$ cat config.mk
export PLATFORM = sky130hd
export DESIGN_NAME = we_frame_arb
export DESIGN_NICKNAME = d
export VERILOG_FILES = /design/src/rtl/we_frame_arb.sv
export SDC_FILE = /design/constraint.sdc
export NUM_CORES = 1
export LEC_CHECK = 0
export CORE_MARGIN = 5
export CORE_UTILIZATION = 33
export CTS_CLUSTER_DIAMETER = 60
export DETAILED_ROUTE_END_ITERATION = 10
export PLACE_DENSITY_LB_ADDON = 0.25
export SLEW_MARGIN = 10
export SYNTH_ARGS = -nofsm -noshare
export SYNTH_HDL_FRONTEND = slang
export SYNTH_SLANG_ARGS = --single-unit
$ cat constraint.sdc
create_clock -name clk -period 1.8 [get_ports clk]
set_clock_uncertainty 0.05 [all_clocks]
set_input_delay 0.36 -clock clk [delete_from_list [all_inputs] [get_ports clk]]
set_output_delay 0.36 -clock clk [all_outputs]
set_load 0.01 [all_outputs]
$ cat src/rtl/we_frame_arb.sv
// ---------------------------------------------------------------------------
// we_frame_arb
//
// Frame-granular 2:1 round-robin arbiter that shares one Avalon-ST sink
// (the we_top sink_* port) between two video sources.
//
// Ownership rules:
//   * A source wins the port in IDLE by presenting a valid sop beat. The sop
//     beat itself is not accepted in IDLE, so every frame costs one bubble.
//   * The owner keeps the port until its eop beat transfers.
//   * When both sources request, the source that was not served last wins.
//     After reset, source 0 wins the first tie.
//   * In IDLE, non-sop beats are drained and discarded so a source that lost
//     frame alignment can resynchronise on its next sop.
//   * While a source owns the port, the datapath is a zero-latency
//     combinational pass-through and the owner's ready is m_ready.
//
// Optional feature (macro FRAME_LEN_CHECK_EN):
//   Counts beats of the owned frame against L = W*H+1 (header + pixels).
//   An eop at any other beat count raises err_len. A frame that reaches L
//   beats without eop gets m_eop forced on beat L, the port is released, and
//   err_len pulses; the remainder of that frame is drained in IDLE. Without
//   the macro there is no length check and err_len is tied low.
//
// Parameters:
//   DW     data width of every stream port
//   W, H   active pixels per line / active lines per frame
//   CNT_W  beat counter width; must hold W*H+1
//
// Ports:
//   clk, rst                      clock, synchronous active-low reset
//   s0_* / s1_*                   source streams (data, valid, sop, eop, ready)
//   m_*                           merged stream towards we_top (ready is input)
//   grant                         one-hot current owner, 2'b00 when idle
//   frame_done                    1-cycle pulse after an eop beat transfers
//   drop                          1-cycle pulse after any beat discarded in IDLE
//   err_len                       1-cycle pulse after a frame-length error
//
// While rst is low every output is held low.
// ---------------------------------------------------------------------------
module we_frame_arb #(
  parameter int DW    = 8,
  parameter int W     = 1920,
  parameter int H     = 1080,
  parameter int CNT_W = 32
) (
  input  logic          clk,
  input  logic          rst,

  input  logic [DW-1:0] s0_data,
  input  logic          s0_valid,
  input  logic          s0_sop,
  input  logic          s0_eop,
  output logic          s0_ready,

  input  logic [DW-1:0] s1_data,
  input  logic          s1_valid,
  input  logic          s1_sop,
  input  logic          s1_eop,
  output logic          s1_ready,

  output logic [DW-1:0] m_data,
  output logic          m_valid,
  output logic          m_sop,
  output logic          m_eop,
  input  logic          m_ready,

  output logic [1:0]    grant,
  output logic          frame_done,
  output logic          drop,
  output logic          err_len
);

  // Elaboration-time guard: the beat counter must be able to reach W*H+1.
  if (((64'(W) * 64'(H) + 64'd1) >> CNT_W) != 64'd0) begin : g_cnt_w_too_small
    $error("we_frame_arb: CNT_W cannot hold W*H+1");
  end

  typedef enum logic [1:0] {
    ST_IDLE = 2'd0,
    ST_OWN0 = 2'd1,
    ST_OWN1 = 2'd2
  } state_e;

  state_e state_q, state_d;

  // Source served most recently; the other source wins the next tie.
  logic last_q, last_d;

  // Pre-reset-gating versions of the outputs.
  logic [DW-1:0] data_int;
  logic          mv_int;
  logic          sop_int;
  logic          src_eop;
  logic          eop_int;
  logic          s0_rdy_int;
  logic          s1_rdy_int;
  logic [1:0]    grant_int;

  logic req0, req1;
  logic xfer;
  logic frame_end;
  logic idle_discard;

  logic frame_done_q;
  logic drop_q;

  assign req0 = s0_valid & s0_sop;
  assign req1 = s1_valid & s1_sop;

  // -------------------------------------------------------------------------
  // State register
  // -------------------------------------------------------------------------
  // NOTE: clocked state uses non-blocking assignments so every flop samples
  // the pre-edge values, independent of process evaluation order.
  always_ff @(posedge clk) begin
    if (!rst) begin
      state_q <= ST_IDLE;
      last_q  <= 1'b1;
    end else begin
      state_q <= state_d;
      last_q  <= last_d;
    end
  end

  // -------------------------------------------------------------------------
  // Next-state logic
  // -------------------------------------------------------------------------
  // NOTE: every signal driven by an always_comb block gets a default first;
  // a path that leaves one unassigned would infer a latch.
  always_comb begin
    state_d = state_q;
    last_d  = last_q;
    unique case (state_q)
      ST_IDLE: begin
        // A tie goes to the source that was not served last.
        if (req0 && (!req1 || last_q)) begin
          state_d = ST_OWN0;
        end else if (req1) begin
          state_d = ST_OWN1;
        end
      end
      ST_OWN0: begin
        if (frame_end) begin
          state_d = ST_IDLE;
          last_d  = 1'b0;
        end
      end
      ST_OWN1: begin
        if (frame_end) begin
          state_d = ST_IDLE;
          last_d  = 1'b1;
        end
      end
      default: state_d = ST_IDLE;
    endcase
  end

  // -------------------------------------------------------------------------
  // Output logic: pass-through mux and ready steering
  // -------------------------------------------------------------------------
  always_comb begin
    data_int   = '0;
    mv_int     = 1'b0;
    sop_int    = 1'b0;
    src_eop    = 1'b0;
    s0_rdy_int = 1'b0;
    s1_rdy_int = 1'b0;
    grant_int  = 2'b00;
    unique case (state_q)
      ST_IDLE: begin
        // Drain stray non-sop beats; hold sop beats until a grant exists.
        s0_rdy_int = s0_valid & ~s0_sop;
        s1_rdy_int = s1_valid & ~s1_sop;
      end
      ST_OWN0: begin
        data_int   = s0_data;
        mv_int     = s0_valid;
        sop_int    = s0_sop;
        src_eop    = s0_eop;
        s0_rdy_int = m_ready;
        grant_int  = 2'b01;
      end
      ST_OWN1: begin
        data_int   = s1_data;
        mv_int     = s1_valid;
        sop_int    = s1_sop;
        src_eop    = s1_eop;
        s1_rdy_int = m_ready;
        grant_int  = 2'b10;
      end
      default: ;
    endcase
  end

  assign xfer         = mv_int & m_ready;
  assign frame_end    = xfer & eop_int;
  assign idle_discard = (state_q == ST_IDLE) &&
                        ((s0_valid && !s0_sop) || (s1_valid && !s1_sop));

`ifdef FRAME_LEN_CHECK_EN
  localparam logic [CNT_W-1:0] FRAME_LEN = CNT_W'(W * H + 1);

  // Beats of the current frame already transferred; beat_num is the 1-based
  // position of the beat now on the bus, so the first (sop) transfer loads 1.
  logic [CNT_W-1:0] cnt_q;
  logic [CNT_W-1:0] beat_num;
  logic             len_hit;
  logic             err_len_q;

  assign beat_num = cnt_q + CNT_W'(1);
  assign len_hit  = (state_q != ST_IDLE) && (beat_num == FRAME_LEN);
  // Beat L closes the frame even if the source did not mark it.
  assign eop_int  = src_eop | len_hit;

  always_ff @(posedge clk) begin
    if (!rst) begin
      cnt_q     <= '0;
      err_len_q <= 1'b0;
    end else begin
      if (frame_end) begin
        cnt_q <= '0;
      end else if (xfer) begin
        cnt_q <= beat_num;
      end
      // Error when the frame closes at the wrong length, or closes at L only
      // because the eop was forced.
      err_len_q <= frame_end && ((beat_num != FRAME_LEN) || !src_eop);
    end
  end

  assign err_len = rst & err_len_q;
`else
  assign eop_int = src_eop;
  assign err_len = 1'b0;
`endif

  // -------------------------------------------------------------------------
  // Event pulses, registered so each lands one cycle after its cause.
  // -------------------------------------------------------------------------
  always_ff @(posedge clk) begin
    if (!rst) begin
      frame_done_q <= 1'b0;
      drop_q       <= 1'b0;
    end else begin
      frame_done_q <= frame_end;
      // Both sources discarding in the same cycle still yields one pulse.
      drop_q       <= idle_discard;
    end
  end

  // -------------------------------------------------------------------------
  // Output gating: reset forces every output low immediately, including the
  // cycle in which rst is first sampled.
  // -------------------------------------------------------------------------
  assign m_data     = rst ? data_int : '0;
  assign m_valid    = rst & mv_int;
  assign m_sop      = rst & sop_int;
  assign m_eop      = rst & eop_int;
  assign s0_ready   = rst & s0_rdy_int;
  assign s1_ready   = rst & s1_rdy_int;
  assign grant      = rst ? grant_int : 2'b00;
  assign frame_done = rst & frame_done_q;
  assign drop       = rst & drop_q;

endmodule

==> summary.txt <==
Clock tree
  • CTS Buffer Depth: 2
  • Clock latency on the worst-skew pair: 0.24 ns
  • TritonCTS clock tree: yes
  • H-Tree Depth: 1
  • Clk pin slew, worst setup/hold paths: 0.05 ns
  • Clock root cell: clkbuf_4
  • CTS buffer count: 3
  • Sink Count: 5
  • Hold buffer count at CTS: 0

STA
  • Endpoints failing hold: 0
  • Tmin final: 1.79 ns
  • Max Freq: 558 MHz
  • Worst Slack Setup Final: 0.00704 ns
  • Slew Limit Fails: 0
  • Setup violators final: 0
  • Final worst-path cycle share: 99.6%
  • TNS Setup: 0 ns
  • RSZ-0062 raised after global routing: yes

Placed design
  • DP Cell Count: about 170
  • Worst slack, placed: -0.511 ns
  • Final RePlAce weighted congestion: slightly below 0.9
  • Placed Instance Area: 1180 um2
  • Port Buf Inserts: 41
  • DP HPWL: 1.91 mm

Power
  • Power per Cell Area: 930 nW/um2
  • Lkg Pwr: about 0.57 nW
  • Max IR drop VDD: 0.657 mV

Global route
  • Global route overflow: 0
  • Largest net degree at the start of global routing: 13
  • Antenna violations before repair: 0
  • First-pass GRT wire length: 4.06 mm
  • Vias in the first global route: 888
  • GRT Total Usage: slightly below 20%

Drt
  • Antenna Violating Nets Remaining: 0
  • Initial drt markers: 13
  • First-pass iteration count of the detailed router: 4
  • DR vias/cell: 5.17
  • Vias: 910
  • DRC: 0
  • Final wirelength: 2.78 mm
  • Avg WL per Cell: about 16 um

Final layout
  • Share of cells above drive strength 1: between 50% and 60%
  • Multi-input gate area: 566 um2
  • # fillers: roughly 110
  • Layout net count: 180
  • P&R area growth vs syn: 128%
  • Diodes inserted: 0
  • Fin area: ~1300 um2
  • Sequential standard cell area: 103 um2
  • Fin cells: 176

Critical path
  • Crit path launch type: flip-flop
  • CP delay by family, top: buffers and inverters
  • Worst path required time: 1.39 ns
  • Signal arrival time at the worst endpoint: ~1.4 ns
  • CP endpoint kind: output pin
  • Slowest cell on crit path: dfxtp_2
  • Max Fanout on Critical Path: 7
  • Worst-path cell chain: inv_2 -> buf_6 -> ha_4 -> buf_8 -> a22oi_2 -> nor2_1 -> buf_2
  • Buf/Inv on CP: 4
  • Kind of critical path: reg2out
  • Slowest stage delay, CP: between 0.3 and 0.4 ns

Outcome
  • Status: finished clean

Floorplanning
  • Die H: 52.2 um
  • Initial Util: between 30 and 40%
  • Die X: 52.2 um
  • # IOs: 43
  • Row count: 15
  • Die area: 2720 um2
  • Core area: 1710 um2

Yosys
  • Syn Nets: 110
  • Synth top area share: 17.1%
  • Synthesized cell area: 587 um2
  • Synth top area cells: dfxtp_1 17%, a22oi_1 14%, nor2_1 7.0%
  • Synthesized area per cell: 7.16 um2
  • Number of enable flip-flop cells after synthesis: 0
  • Sequential element share of the synthesized area: about 17%
  • Fraction of registers with async set/reset: 0%
  • Syn Inst Count: 82
  • Most instantiated cells after synthesis: 11 x a22oi_1, 11 x nor2_1, 9 x nand2_1
  • Synthesis Warnings: 0
  • Synth cell types: 26
  • Main synth FF type: dfxtp_1
  • Flops & latches, synth: 5
  • Yosys top cell by area: dfxtp_1

Flow run
  • Max Cap Viol: 0

Hold path
  • Worst hold-check path type: reg2reg
## power breakdown
part / switching (W) / internal (W) / leakage [nW]
clock network: 0.0000470 / 0.0000839 / 0.0150
logic: 0.000444 / 0.000516 / 0.515
registers: 0.0000159 / 0.000135 / 0.0416
total: 0.000507 / 0.000735 / 0.572
## flip-flops by register name, summed over array words and instances, names as in the netlist
register	cells
last_q	1
state_q	2
drop_q	1
frame_done_q	1
## per-stage QoR
stage	power, W	util (%)	hold WS (ns)
finish	0.00124	78.2	0.442
global route	0.00132	78.2	0.461
CTS	0.00119	76.0	0.438
detailed placement	0.000869	69.4	0.431
global placement	0.000853	69.4	0.429
floorplan	0.000489	-	0.396
## cells in the final DEF, fill, tap and decap left out
| cell | Yosys | final |
|---|---|---|
| dlygate4sd2_1 | 0 | 1 |
| buf_8 | 0 | 1 |
| o32a_1 | 2 | 2 |
| a221o_1 | 1 | 1 |
| nand3b_1 | 3 | 3 |
| nand4b_1 | 1 | 1 |
| inv_4 | 0 | 1 |
| buf_4 | 1 | 25 |
| nand2_1 | 9 | 5 |
| and3_4 | 0 | 1 |
| mux2_2 | 1 | 1 |
| buf_2 | 1 | 14 |
| clkdlybuf4s50_1 | 0 | 23 |
| and2_1 | 4 | 4 |
| ha_4 | 0 | 3 |
| and3_1 | 2 | 1 |
| buf_6 | 1 | 5 |
| dfxtp_2 | 0 | 2 |
| nand2_4 | 0 | 2 |
| nand2_2 | 0 | 2 |
| dlymetal6s2s_1 | 0 | 1 |
| nand4_1 | 2 | 2 |
| nand2b_1 | 2 | 2 |
| nand3_1 | 4 | 4 |
| a22oi_2 | 0 | 11 |
| clkbuf_2 | 0 | 1 |
| o211ai_4 | 1 | 1 |
| clkbuf_4 | 0 | 3 |
| inv_1 | 3 | 1 |
| a21oi_4 | 1 | 1 |
| a21oi_2 | 0 | 3 |
| conb_1 | 1 | 1 |
| and4_1 | 1 | 1 |
| clkbuf_1 | 4 | 1 |
| dfxtp_1 | 5 | 3 |
| clkdlybuf4s15_2 | 0 | 1 |
| nor2_1 | 11 | 11 |
| a21oi_1 | 6 | 3 |
| a31oi_1 | 1 | 1 |
| inv_2 | 0 | 1 |
## cell families (layout without fill, tap and decap cells)
logic type                 after synthesis  count (layout)  synth area share (%)
AOI/OAI and AO/OA                       23              23                  31.8
adders and majority gates                3               3                  6.40
buffers and inverters                   10              79                  8.53
DFF                                      5               5                  17.1
muxes                                    1               1                  1.92
other                                    1               1                 0.639
and+or+nand+nor                         39              39                  33.7
## worst register-to-register path: stages (launching register included)
cell and delay (ns):
dfxtp_2 0.34, inv_2 0.06, buf_6 0.11, ha_4 0.17
buf_6 0.13, a21oi_4 0.16, o211ai_4 0.12, and3_4 0.18
o32a_1 0.32
## path summary, 6_finish.rpt
kind | start | to | slack, ns | cells after the start
hold reg to reg | last_q | last_q | 0.44 | 1
setup / recovery | state_q[1] | m_data[2] | 0.007 | 7
hold / removal | last_q | last_q | 0.44 | 1
setup reg to reg | state_q[1] | state_q[1] | 0.05 | 8
## what timing repair did
action,4_1_cts,5_1_grt
setup buffers,3,1
resized for setup,89,14
endpoints found under the setup margin,19,17
cloned,1,0
pin swaps,2,16
## cell type report
| cell class | count | share of cell area [%] |
|---|---|---|
| Multi-Input combinational cell | 67 | 42.3 |
| Inverter | 3 | 1.03 |
| Sequential cell | 5 | 7.68 |
| Tap cell | 25 | 2.34 |
| Clock buffer | 4 | 1.97 |
| Timing Repair Buffer | 72 | 44.7 |
## per-layer routing
layer,vias to the layer above,track usage (%),part of all wire [%]
met4,0,4.68,1.4
met2,39,36.4,53
met3,6,6.27,9.3
met5,-,0,0
li1,437,-,-
met1,428,22.1,37
Power figures use the tool's default switching activity.
